===== src/rtl/zdos_trap_pkg.sv =====
// Shared definitions for the DOS entry/exit trap: FSM encodings and the
// default address-high byte of the Beta-disk entry point.
package zdos_trap_pkg;

  typedef enum logic [1:0] {
    ZT_IDLE  = 2'd0,
    ZT_FETCH = 2'd1,
    ZT_DONE  = 2'd2
  } zt_state_e;

  localparam logic [7:0] ZT_TRAP_HI_DEF = 8'h3D;

endpackage


===== src/rtl/zdos_trap_if.sv =====
// Z80 bus strobes, mapping state and DOS flag pulses seen by the trap.
interface zdos_trap_if;
  logic [15:0] za;
  logic        m1_n;
  logic        mreq_n;
  logic        rfsh_n;
  logic        romnram;
  logic        rom48;
  logic        dos;
  logic        trap_en;
  logic        dos_turn_on;
  logic        dos_turn_off;
  logic        fetch_active;

  modport master (
    output za, m1_n, mreq_n, rfsh_n, romnram, rom48, dos, trap_en,
    input  dos_turn_on, dos_turn_off, fetch_active
  );

  modport slave (
    input  za, m1_n, mreq_n, rfsh_n, romnram, rom48, dos, trap_en,
    output dos_turn_on, dos_turn_off, fetch_active
  );
endinterface


===== src/rtl/zdos_trap_zsync.sv =====
// Multi-flop synchronizer for an active-low Z80 strobe; resets to the
// inactive (high) level so no false strobe is seen after reset.
module zsync_n #(
  parameter int STAGES = 2
) (
  input  logic clk_i,
  input  logic rst_ni,
  input  logic d_i,
  output logic q_o
);

  logic [STAGES-1:0] sync_q;

  always_ff @(posedge clk_i or negedge rst_ni) begin
    if (!rst_ni) sync_q <= '1;
    else         sync_q <= {sync_q[STAGES-2:0], d_i};
  end

  assign q_o = sync_q[STAGES-1];

endmodule


===== src/rtl/zdos_trap.sv =====
// Watches Z80 M1 fetches and emits single-cycle DOS turn-on (entry trap at
// TRAP_HI page of BASIC48 ROM) and turn-off (fetch from RAM) pulses.
module zdos_trap
  import zdos_trap_pkg::*;
#(
  parameter int         SYNC_STAGES = 2,
  parameter logic [7:0] TRAP_HI     = ZT_TRAP_HI_DEF,
  parameter int         TMO_W       = 6
) (
  input  logic        fclk,
  input  logic        rst_n,
  zdos_trap_if.slave  bus
);

  logic m1_s, mreq_s, rfsh_s;

  zsync_n #(.STAGES(SYNC_STAGES)) u_sync_m1   (.clk_i(fclk), .rst_ni(rst_n), .d_i(bus.m1_n),   .q_o(m1_s));
  zsync_n #(.STAGES(SYNC_STAGES)) u_sync_mreq (.clk_i(fclk), .rst_ni(rst_n), .d_i(bus.mreq_n), .q_o(mreq_s));
  zsync_n #(.STAGES(SYNC_STAGES)) u_sync_rfsh (.clk_i(fclk), .rst_ni(rst_n), .d_i(bus.rfsh_n), .q_o(rfsh_s));

  zt_state_e        state_q, state_d;
  logic             mreq_prev_q;
  logic [7:0]       za_hi_q, za_hi_d;
  logic             romnram_q, romnram_d;
  logic             rom48_q, rom48_d;
  logic             pend_off_q, pend_off_d;
  logic [TMO_W-1:0] tmo_q, tmo_d;
  logic             turn_on, turn_off;

  // Edge qualified: a still-low MREQ after a finished fetch cannot restart it.
  logic fetch_start, on_hit, off_arm;
  assign fetch_start = !m1_s && !mreq_s && rfsh_s && mreq_prev_q;
  assign on_hit      = bus.trap_en && !bus.dos && romnram_q && rom48_q && (za_hi_q == TRAP_HI);
  assign off_arm     = bus.dos && !romnram_q;

  always_ff @(posedge fclk or negedge rst_n) begin
    if (!rst_n) begin
      state_q     <= ZT_IDLE;
      mreq_prev_q <= 1'b1;
      za_hi_q     <= '0;
      romnram_q   <= 1'b0;
      rom48_q     <= 1'b0;
      pend_off_q  <= 1'b0;
      tmo_q       <= '0;
    end else begin
      state_q     <= state_d;
      mreq_prev_q <= mreq_s;
      za_hi_q     <= za_hi_d;
      romnram_q   <= romnram_d;
      rom48_q     <= rom48_d;
      pend_off_q  <= pend_off_d;
      tmo_q       <= tmo_d;
    end
  end

  always_comb begin
    state_d    = state_q;
    za_hi_d    = za_hi_q;
    romnram_d  = romnram_q;
    rom48_d    = rom48_q;
    pend_off_d = pend_off_q;
    tmo_d      = '0;
    turn_on    = 1'b0;
    turn_off   = 1'b0;
    unique case (state_q)
      ZT_IDLE: begin
        if (fetch_start) begin
          state_d    = ZT_FETCH;
          za_hi_d    = bus.za[15:8];
          romnram_d  = bus.romnram;
          rom48_d    = bus.rom48;
          pend_off_d = 1'b0;
        end
      end
      ZT_FETCH: begin
        // The first FETCH cycle (watchdog still zero) is the single decision point.
        if (tmo_q == '0) begin
          turn_on = on_hit;
          if (off_arm) pend_off_d = 1'b1;
        end
        if (mreq_s) begin
          state_d = ZT_DONE;
        end else if (&tmo_q) begin
          state_d    = ZT_DONE;
          pend_off_d = 1'b0;
        end else begin
          tmo_d = tmo_q + 1'b1;
        end
      end
      ZT_DONE: begin
        turn_off   = pend_off_q;
        pend_off_d = 1'b0;
        state_d    = ZT_IDLE;
      end
      default: state_d = ZT_IDLE;
    endcase
  end

  assign bus.dos_turn_on  = turn_on;
  assign bus.dos_turn_off = turn_off;
  assign bus.fetch_active = (state_q == ZT_FETCH);

endmodule

===== src/flat_wrapper.sv =====
// flat-port wrapper written by rule: the top's interface ports become plain ports
module zdos_trap_flat import zdos_trap_pkg::*;
#(
  parameter int         SYNC_STAGES = 2,
  parameter logic [7:0] TRAP_HI     = ZT_TRAP_HI_DEF,
  parameter int         TMO_W       = 6
)
  (fclk, rst_n, bus_za, bus_m1_n, bus_mreq_n, bus_rfsh_n, bus_romnram, bus_rom48, bus_dos, bus_trap_en, bus_dos_turn_on, bus_dos_turn_off, bus_fetch_active);
  zdos_trap_if bus_i ();
  input  logic fclk;
  input  logic rst_n;
  input wire logic [$bits(bus_i.za)-1:0] bus_za;
  input wire logic [$bits(bus_i.m1_n)-1:0] bus_m1_n;
  input wire logic [$bits(bus_i.mreq_n)-1:0] bus_mreq_n;
  input wire logic [$bits(bus_i.rfsh_n)-1:0] bus_rfsh_n;
  input wire logic [$bits(bus_i.romnram)-1:0] bus_romnram;
  input wire logic [$bits(bus_i.rom48)-1:0] bus_rom48;
  input wire logic [$bits(bus_i.dos)-1:0] bus_dos;
  input wire logic [$bits(bus_i.trap_en)-1:0] bus_trap_en;
  output wire logic [$bits(bus_i.dos_turn_on)-1:0] bus_dos_turn_on;
  output wire logic [$bits(bus_i.dos_turn_off)-1:0] bus_dos_turn_off;
  output wire logic [$bits(bus_i.fetch_active)-1:0] bus_fetch_active;
  assign bus_i.za = bus_za;
  assign bus_i.m1_n = bus_m1_n;
  assign bus_i.mreq_n = bus_mreq_n;
  assign bus_i.rfsh_n = bus_rfsh_n;
  assign bus_i.romnram = bus_romnram;
  assign bus_i.rom48 = bus_rom48;
  assign bus_i.dos = bus_dos;
  assign bus_i.trap_en = bus_trap_en;
  assign bus_dos_turn_on = bus_i.dos_turn_on;
  assign bus_dos_turn_off = bus_i.dos_turn_off;
  assign bus_fetch_active = bus_i.fetch_active;
  zdos_trap #(.SYNC_STAGES(SYNC_STAGES), .TRAP_HI(TRAP_HI), .TMO_W(TMO_W)) u_core (.fclk(fclk), .rst_n(rst_n), .bus(bus_i));
endmodule

===== config.mk =====
export PLATFORM = sky130hd
export DESIGN_NAME = zdos_trap_flat
export DESIGN_NICKNAME = d
export VERILOG_FILES = /design/src/rtl/zdos_trap_pkg.sv /design/src/rtl/zdos_trap_if.sv /design/src/rtl/zdos_trap_zsync.sv /design/src/rtl/zdos_trap.sv /design/src/flat_wrapper.sv
export SDC_FILE = /design/constraint.sdc
export NUM_CORES = 1
export LEC_CHECK = 0
export ABC_AREA = 1
export CAP_MARGIN = 15
export CORE_MARGIN = 1.5
export CORE_UTILIZATION = 51
export CTS_BUF_LIST = sky130_fd_sc_hd__clkbuf_4 sky130_fd_sc_hd__clkbuf_8 sky130_fd_sc_hd__clkbuf_16
export DETAILED_ROUTE_END_ITERATION = 7
export PLACE_DENSITY = 0.82
export SLEW_MARGIN = 20
export SYNTH_ARGS = -nofsm -noshare
export SYNTH_HDL_FRONTEND = slang
export SYNTH_SLANG_ARGS = --single-unit

===== constraint.sdc =====
create_clock -name fclk -period 2.07 [get_ports fclk]
set_input_delay 0.414 -clock fclk [delete_from_list [all_inputs] [get_ports fclk]]
set_output_delay 0.414 -clock fclk [all_outputs]
set_load 0.03 [all_outputs]

==> impl_metrics.py, run 1 <==
metrics = {
    "min_path": {
        "whs_path_depth": 0,
        "hold_class": "reg -> reg",
        "hp-start": "u_core.u_sync_m1.sync_q[0]",
        "hold_path_end": "u_core.u_sync_m1.sync_q[1]",
    },
    "sta": {
        "fin_hold_ws_ns": 0.367,
        "rsz0062_at_grt": "no",
        "finalClockSkew_ns": 0.00714,
        "min_period_over_period_pct": 91.9,
        "layout_min_cycle_time_ns": 1.90,
        "fmax_mhz": 526,
        "slew_viol_final": 0,
        "fin_setup_tns_ns": 0,
        "tightest_slew_ns": 0.646,
        "maxSlewHeadroom_pct": 56.8,
        "finalHoldViolations": 0,
        "finalSetupViolCount": 0,
    },
    "critical_path": {
        "crit_required_ns": 1.66,
        "worstPathArrival_ns": 1.49,
        "path_cells": "inv_1 -> nor3_1 -> dlygate4sd2_1",
        "reg2reg_depth": 5,
        "path_max_fanout": 3,
        "end_kind": "primary output",
        "reg2reg_to": "u_core.za_hi_q[1]",
        "cp_slowest_stage_delay_ns": 0.44,
        "slowest_stage": "dfrtp_1",
        "r2r-start": "u_core.u_sync_rfsh.sync_q[1]",
        "crit_type": "reg -> out",
        "start_kind": "flip-flop",
        "reg2reg_slack_ns": 0.41,
        "path_delay_family": "buffers and inverters",
        "worstSetupPathDepth": 3,
        "cp.buffers_inverters": 2,
    },
    "clocking": {
        "clock_sinks": 26,
        "clockBufferDepth": 2,
        "numCtsBuffers": 3,
        "insertion_delay_ns": 0.32,
        "post-cts-setup-buffers": 0,
        "clk_root_buffer_cell": "clkbuf_4",
        "postCtsHoldBufs": 0,
        "cts.htree.levels": 1,
        "path_clk_slew_ns": 0.14,
        "cts_tree": "done",
    },
    "global_route": {
        "grt_pass1_vias": 848,
        "overflow": 0,
        "grt_pass1_wl_um": 3230,
        "antenna_found_initial": 0,
        "grt_usage_pct": 17.3,
        "grt_max_degree": 27,
    },
    "synthesis": {
        "synth-adder-area-share_pct": 2.17,
        "ys_seq_elements": 26,
        "yosys.area_share.xor_xnor_pct": 1.52,
        "syn-num-nets": 148,
        "synthSimpleGateAreaFrac_pct": 22.0,
        "synthMuxAreaShare_pct": 0,
        "synth_top_family_by_area": "simple AND/OR/NAND/NOR gates",
        "syn_area_um2": 1150,
        "synth_cell_types": 22,
        "synth_compound_area_share_pct": 8.45,
        "syn_inst": 121,
        "yosys_warnings": 0,
        "avgSynthCellArea_um2": 9.54,
        "yosysSeqAreaShare_pct": 57.1,
    },
    "layout": {
        "area_growth_pct": 23.0,
        "diodes": 0,
        "drive_gt1_share_pct": 21.0,
        "fill_cells": 193,
        "final_nets": 171,
        "final_cells": 171,
    },
    "floorplan": {
        "design.core.area_um2": 2170,
        "core.rowCount": 17,
        "die_width_um": 50.6,
        "die_h_um": 50.6,
        "io_pins": 28,
        "start_util_pct": 53.2,
        "dieArea_um2": 2560,
    },
    "drt": {
        "drt-wirelength-per-cell_um": 11.2,
        "drt_pre_antenna_iters": 4,
        "drc_errors": 0,
        "dr_total_vias": 833,
        "drtAntennaViolNets": 0,
        "drt_iter0_markers": 14,
        "routed_via_density": 4.87,
        "finalWirelength_um": 1920,
    },
    "power_and_ir_drop": {
        "internal_power_uw": 841,
        "p_seq_share_pct": 55.3,
        "combPwrFrac_pct": 13.7,
        "powerDensity_nw_per_um2": 770,
        "power_leakage_nw": 0.688,
        "p_total_mw": 1.09,
        "pwr-share-clk_pct": 31.0,
        "sw_frac_of_total_pct": 23.1,
        "net-switching-power_uw": 253,
        "ir_worst_vdd_v": 0.000557,
    },
    "status": {
        "status": "completed",
    },
    "place": {
        "dp_cells": 167,
        "io_buffers": 19,
        "gp_congestion": 0.825,
        "place_hpwl_um": 1460,
    },
    "run": {
        "max_cap_viol_count": 0,
    },
}
routing by layer:
metal | vias up | global-route usage [%] | part of all wire [%]
met5 | - | 0 | 0
met4 | 0 | 10.4 | 1.6
met3 | 4 | 4.46 | 5.6
met2 | 23 | 32.2 | 52
met1 | 392 | 16.9 | 40
li1 | 414 | - | -
power by group through the flow:
| stage | clock, mW | sequential (mW) | combinational (mW) |
|---|---|---|---|
| global placement | 0 | 0.608 | 0.145 |
| finish | 0.339 | 0.605 | 0.150 |
| global route | 0.369 | 0.613 | 0.170 |
| floorplan | 0 | 0.604 | 0.0960 |
| CTS | 0.350 | 0.604 | 0.153 |
| detailed placement | 0 | 0.614 | 0.152 |
stage by stage:
step,cell area [um^2],setup slack [ns],util [%]
2_1_floorplan,1150,0.364,-
3_3_place_gp,1370,0.277,63.0
3_5_place_dp,1370,0.250,63.0
4_1_cts,1420,0.0184,65.3
5_1_grt,1420,0.0906,65.5
6_report,1420,0.169,65.5
registers in the layout, summed over array words and instances, names as in the netlist:
| signal | cells |
|---|---|
| u_core.za_hi_q | 8 |
| u_core.tmo_q | 6 |
| u_core.state_q | 2 |
| u_core.u_sync_m1.sync_q | 2 |
| u_core.u_sync_mreq.sync_q | 2 |
| u_core.u_sync_rfsh.sync_q | 2 |
| u_core.mreq_prev_q | 1 |
| u_core.pend_off_q | 1 |
| u_core.rom48_q | 1 |
| u_core.romnram_q | 1 |
cell usage after synthesis:
| cell type | instances | area share (%) |
|---|---|---|
| inv_1 | 20 | 6.5 |
| nand4_1 | 3 | 1.6 |
| o21ai_2 | 9 | 6.8 |
| nand4_2 | 1 | 1.1 |
| nor3_1 | 1 | 0.43 |
| dfstp_2 | 7 | 16 |
| ha_1 | 2 | 2.2 |
| nand3_1 | 6 | 2.6 |
| nor2_2 | 2 | 1.1 |
| buf_6 | 1 | 0.98 |
| xnor2_1 | 1 | 0.76 |
| buf_4 | 1 | 0.65 |
| a21oi_2 | 1 | 0.76 |
| nand3_2 | 1 | 0.87 |
| xor2_1 | 1 | 0.76 |
| nand2_1 | 22 | 7.2 |
| nor2_1 | 17 | 5.5 |
| inv_2 | 2 | 0.65 |
| nor2_4 | 1 | 0.98 |
| dfrtp_1 | 19 | 41 |
| nor3b_1 | 1 | 0.65 |
| a21oi_1 | 2 | 0.87 |
kinds of logic after synthesis:
kind of cell               after synthesis
xor gates and xnor gates                 2
DFF                                     26
adders and majority gates                2
buffers and inverters                   24
AOI/OAI and AO/OA                       12
and+or+nand+nor                         55
cells in the final DEF (no fill, tap or decap), drive strengths merged, types with 2 or more instances in the layout:
| cell type | synthesis | final |
|---|---|---|
| a21oi | 3 | 3 |
| buf | 2 | 2 |
| clkbuf | 0 | 3 |
| clkdlybuf4s50 | 0 | 16 |
| dfrtp | 19 | 19 |
| dfstp | 7 | 7 |
| ha | 2 | 2 |
| inv | 22 | 22 |
| nand2 | 22 | 22 |
| nand3 | 7 | 7 |
| nand4 | 4 | 4 |
| nor2 | 20 | 20 |
| o21ai | 9 | 9 |
how the worst max path moves through the flow:
stage / from / to / slack, ns
3_5_place_dp: bus_dos / bus_dos_turn_on / 0.25
4_1_cts: u_core.state_q[1] / bus_fetch_active / 0.02
5_1_grt: u_core.state_q[0] / bus_dos_turn_on / 0.09
2_1_floorplan: u_core.state_q[1] / bus_dos_turn_on / 0.36
3_3_place_gp: bus_trap_en / bus_dos_turn_on / 0.28
6_report: u_core.state_q[1] / bus_dos_turn_off / 0.17
layout make-up:
| class | instances | area [um^2] | share of cell area [%] |
|---|---|---|---|
| Clock buffer | 3 | 22.5 | 1.59 |
| Clock inverter | 1 | 30.0 | 2.11 |
| Inverter | 22 | 82.6 | 5.81 |
| Multi-Input combinational cell | 71 | 394 | 27.8 |
| Sequential cell | 26 | 659 | 46.4 |
| Tap cell | 28 | 35.0 | 2.47 |
| Timing Repair Buffer | 20 | 196 | 13.8 |
timing repair:
action                                  in CTS  in global routing
gates resized for setup                      1                  1
endpoints found under the setup margin       1                  1
pin swaps                                    0                  0
Note: power is estimated with default switching activity, not from simulation.
==> run 2, diff against run 1 <==
Settings changed: GPL_TIMING_DRIVEN set to 0, RECOVER_POWER set to 100, SKIP_CTS_REPAIR_TIMING set to 1.
==> run 2 against run 1 <==
Effect of this change: setup slack got worse by 0.031 ns; clock skew increased by 0.0018 ns; first-iteration DRC count is 7.1% lower; power down 14%; global-route usage down 0.17 points; sequential power about the same; core utilization decreased by 3.8 points; combinational power decreased by 17%; non-clock buffer count grew 1; critical path type unchanged.
==> impl_metrics.py, run 2 (synthesized netlist as in run 1, its figures left out) <==
metrics = {
    "layout": {
        "top_regs": "u_core.za_hi_q: 8 flops, u_core.tmo_q: 6 flops",
        "final_nets": 172,
        "final_common_cell": "nand2_1",
        "top_register": "u_core.za_hi_q",
        "fin_util_pct": 61.6,
        "final_cell_mix": "nand2_1, inv_1, dfrtp_1",
        "diodes": 0,
        "area_growth_pct": 15.8,
        "design_area_um2": 1340,
        "final_cells": 172,
        "fill_cells": 218,
        "largest_reg_flops": 8,
        "drive_gt1_share_pct": 13.2,
    },
    "place": {
        "place_hpwl_um": 1430,
        "dp_cells": 168,
        "placedInstanceArea_um2": 1380,
        "gp_congestion": 0.812,
        "io_buffers": 19,
        "pre_cts_slack_ns": -0.259,
    },
    "clocking": {
        "clockBufferDepth": 2,
        "insertion_delay_ns": 0.30,
        "numCtsBuffers": 3,
        "clk_root_buffer_cell": "clkbuf_4",
        "clock_sinks": 26,
        "path_clk_slew_ns": 0.13,
        "cts.htree.levels": 1,
        "cts_tree": "done",
    },
    "global_route": {
        "grt_usage_pct": 17.2,
        "antenna_found_initial": 0,
        "overflow": 0,
        "grt_pass1_vias": 849,
        "grt_max_degree": 27,
        "grt_pass1_wl_um": 3320,
    },
    "floorplan": {
        "design.core.area_um2": 2170,
        "dieArea_um2": 2560,
        "die_width_um": 50.6,
        "die_h_um": 50.6,
        "io_pins": 28,
        "start_util_pct": 53.2,
        "core.rowCount": 17,
    },
    "min_path": {
        "whs_path_depth": 0,
        "hold_class": "reg -> reg",
        "hold_path_end": "u_core.u_sync_rfsh.sync_q[1]",
        "hp-start": "u_core.u_sync_rfsh.sync_q[0]",
    },
    "drt": {
        "drt_pre_antenna_iters": 4,
        "finalWirelength_um": 1890,
        "drt-wirelength-per-cell_um": 11.0,
        "drc_errors": 0,
        "drtAntennaViolNets": 0,
        "routed_via_density": 4.83,
        "dr_total_vias": 831,
        "drt_iter0_markers": 13,
    },
    "status": {
        "status": "completed",
    },
    "run": {
        "max_cap_viol_count": 0,
    },
    "sta": {
        "layout_min_cycle_time_ns": 1.93,
        "min_period_over_period_pct": 93.4,
        "fin_hold_ws_ns": 0.357,
        "fin_setup_tns_ns": 0,
        "maxSlewHeadroom_pct": 10.2,
        "setup_slack_ns": 0.138,
        "rsz0062_at_grt": "no",
        "finalSetupViolCount": 0,
        "finalHoldViolations": 0,
        "fmax_mhz": 517,
        "finalClockSkew_ns": 0.00891,
        "slew_viol_final": 0,
        "tightest_slew_ns": 1.35,
    },
    "critical_path": {
        "end_kind": "primary output",
        "r2r-start": "u_core.u_sync_rfsh.sync_q[1]",
        "reg2reg_to": "u_core.za_hi_q[0]",
        "crit_required_ns": 1.66,
        "worstPathArrival_ns": 1.52,
        "reg2reg_slack_ns": 0.65,
        "crit_type": "reg -> out",
        "path_max_fanout": 4,
        "reg2reg_depth": 6,
        "start_kind": "flip-flop",
    },
    "power_and_ir_drop": {
        "powerDensity_nw_per_um2": 707,
        "p_total_uw": 945,
        "power_leakage_nw": 0.636,
        "ir_worst_vdd_v": 0.000465,
    },
}
-- run 2: cell count changes in the layout (fill, tap and decap cells not counted), moves of 2 or more --
cell | previous run | this run
dlygate4sd3_1 | 0 | 3
o21ai_0 | 0 | 7
buf_4 | 2 | 0
clkbuf_1 | 0 | 5
o21ai_2 | 9 | 2
clkdlybuf4s50_1 | 16 | 12
-- run 2: critical path, cell delays in order, from the launching register on --
cell	delay (ns)
dfrtp_1	0.42
inv_2	0.07
nor2_4	0.12
inv_2	0.07
nor2_1	0.13
nand2_1	0.08
nor2_1	0.11
clkbuf_2	0.22
-- run 2: worst max-delay path by stage --
stage	start	end	depth (start not counted)
after floorplan	u_core.state_q[1]	bus_dos_turn_on	5
after global routing	u_core.state_q[0]	bus_dos_turn_on	7
after global placement	bus_trap_en	bus_dos_turn_on	6
after detailed placement	bus_trap_en	bus_dos_turn_on	6
final	u_core.state_q[0]	bus_dos_turn_on	7
after CTS	u_core.state_q[0]	bus_dos_turn_on	7
-- run 2: final cells by class --
type	instances	area (um^2)	share of cell area, %
plain buffers	2	7.51	0.561
clock buffers	4	30.0	2.25
inverters	22	82.6	6.17
multi-input cells	71	357	26.7
flip-flops and latches	26	659	49.3
well taps	28	35.0	2.62
repair buffers	19	166	12.4
-- run 2: where the power goes --
part           switching [mW]  internal [mW]
Sequential             0.0332          0.570
Clock                   0.129         0.0881
Combinational          0.0649         0.0599
Total                   0.227          0.718
-- run 2: routing by layer --
metal / part of all wire [%] / vias to the layer above / wire length, um / GRT usage (%)
met4: 0.64 / 0 / 12 / 5.41
met5: 0 / - / 0 / 0
met1: 44 / 393 / 825 / 19.5
met2: 52 / 18 / 980 / 31.8
met3: 3.6 / 2 / 68 / 3.57
li1: - / 418 / - / -
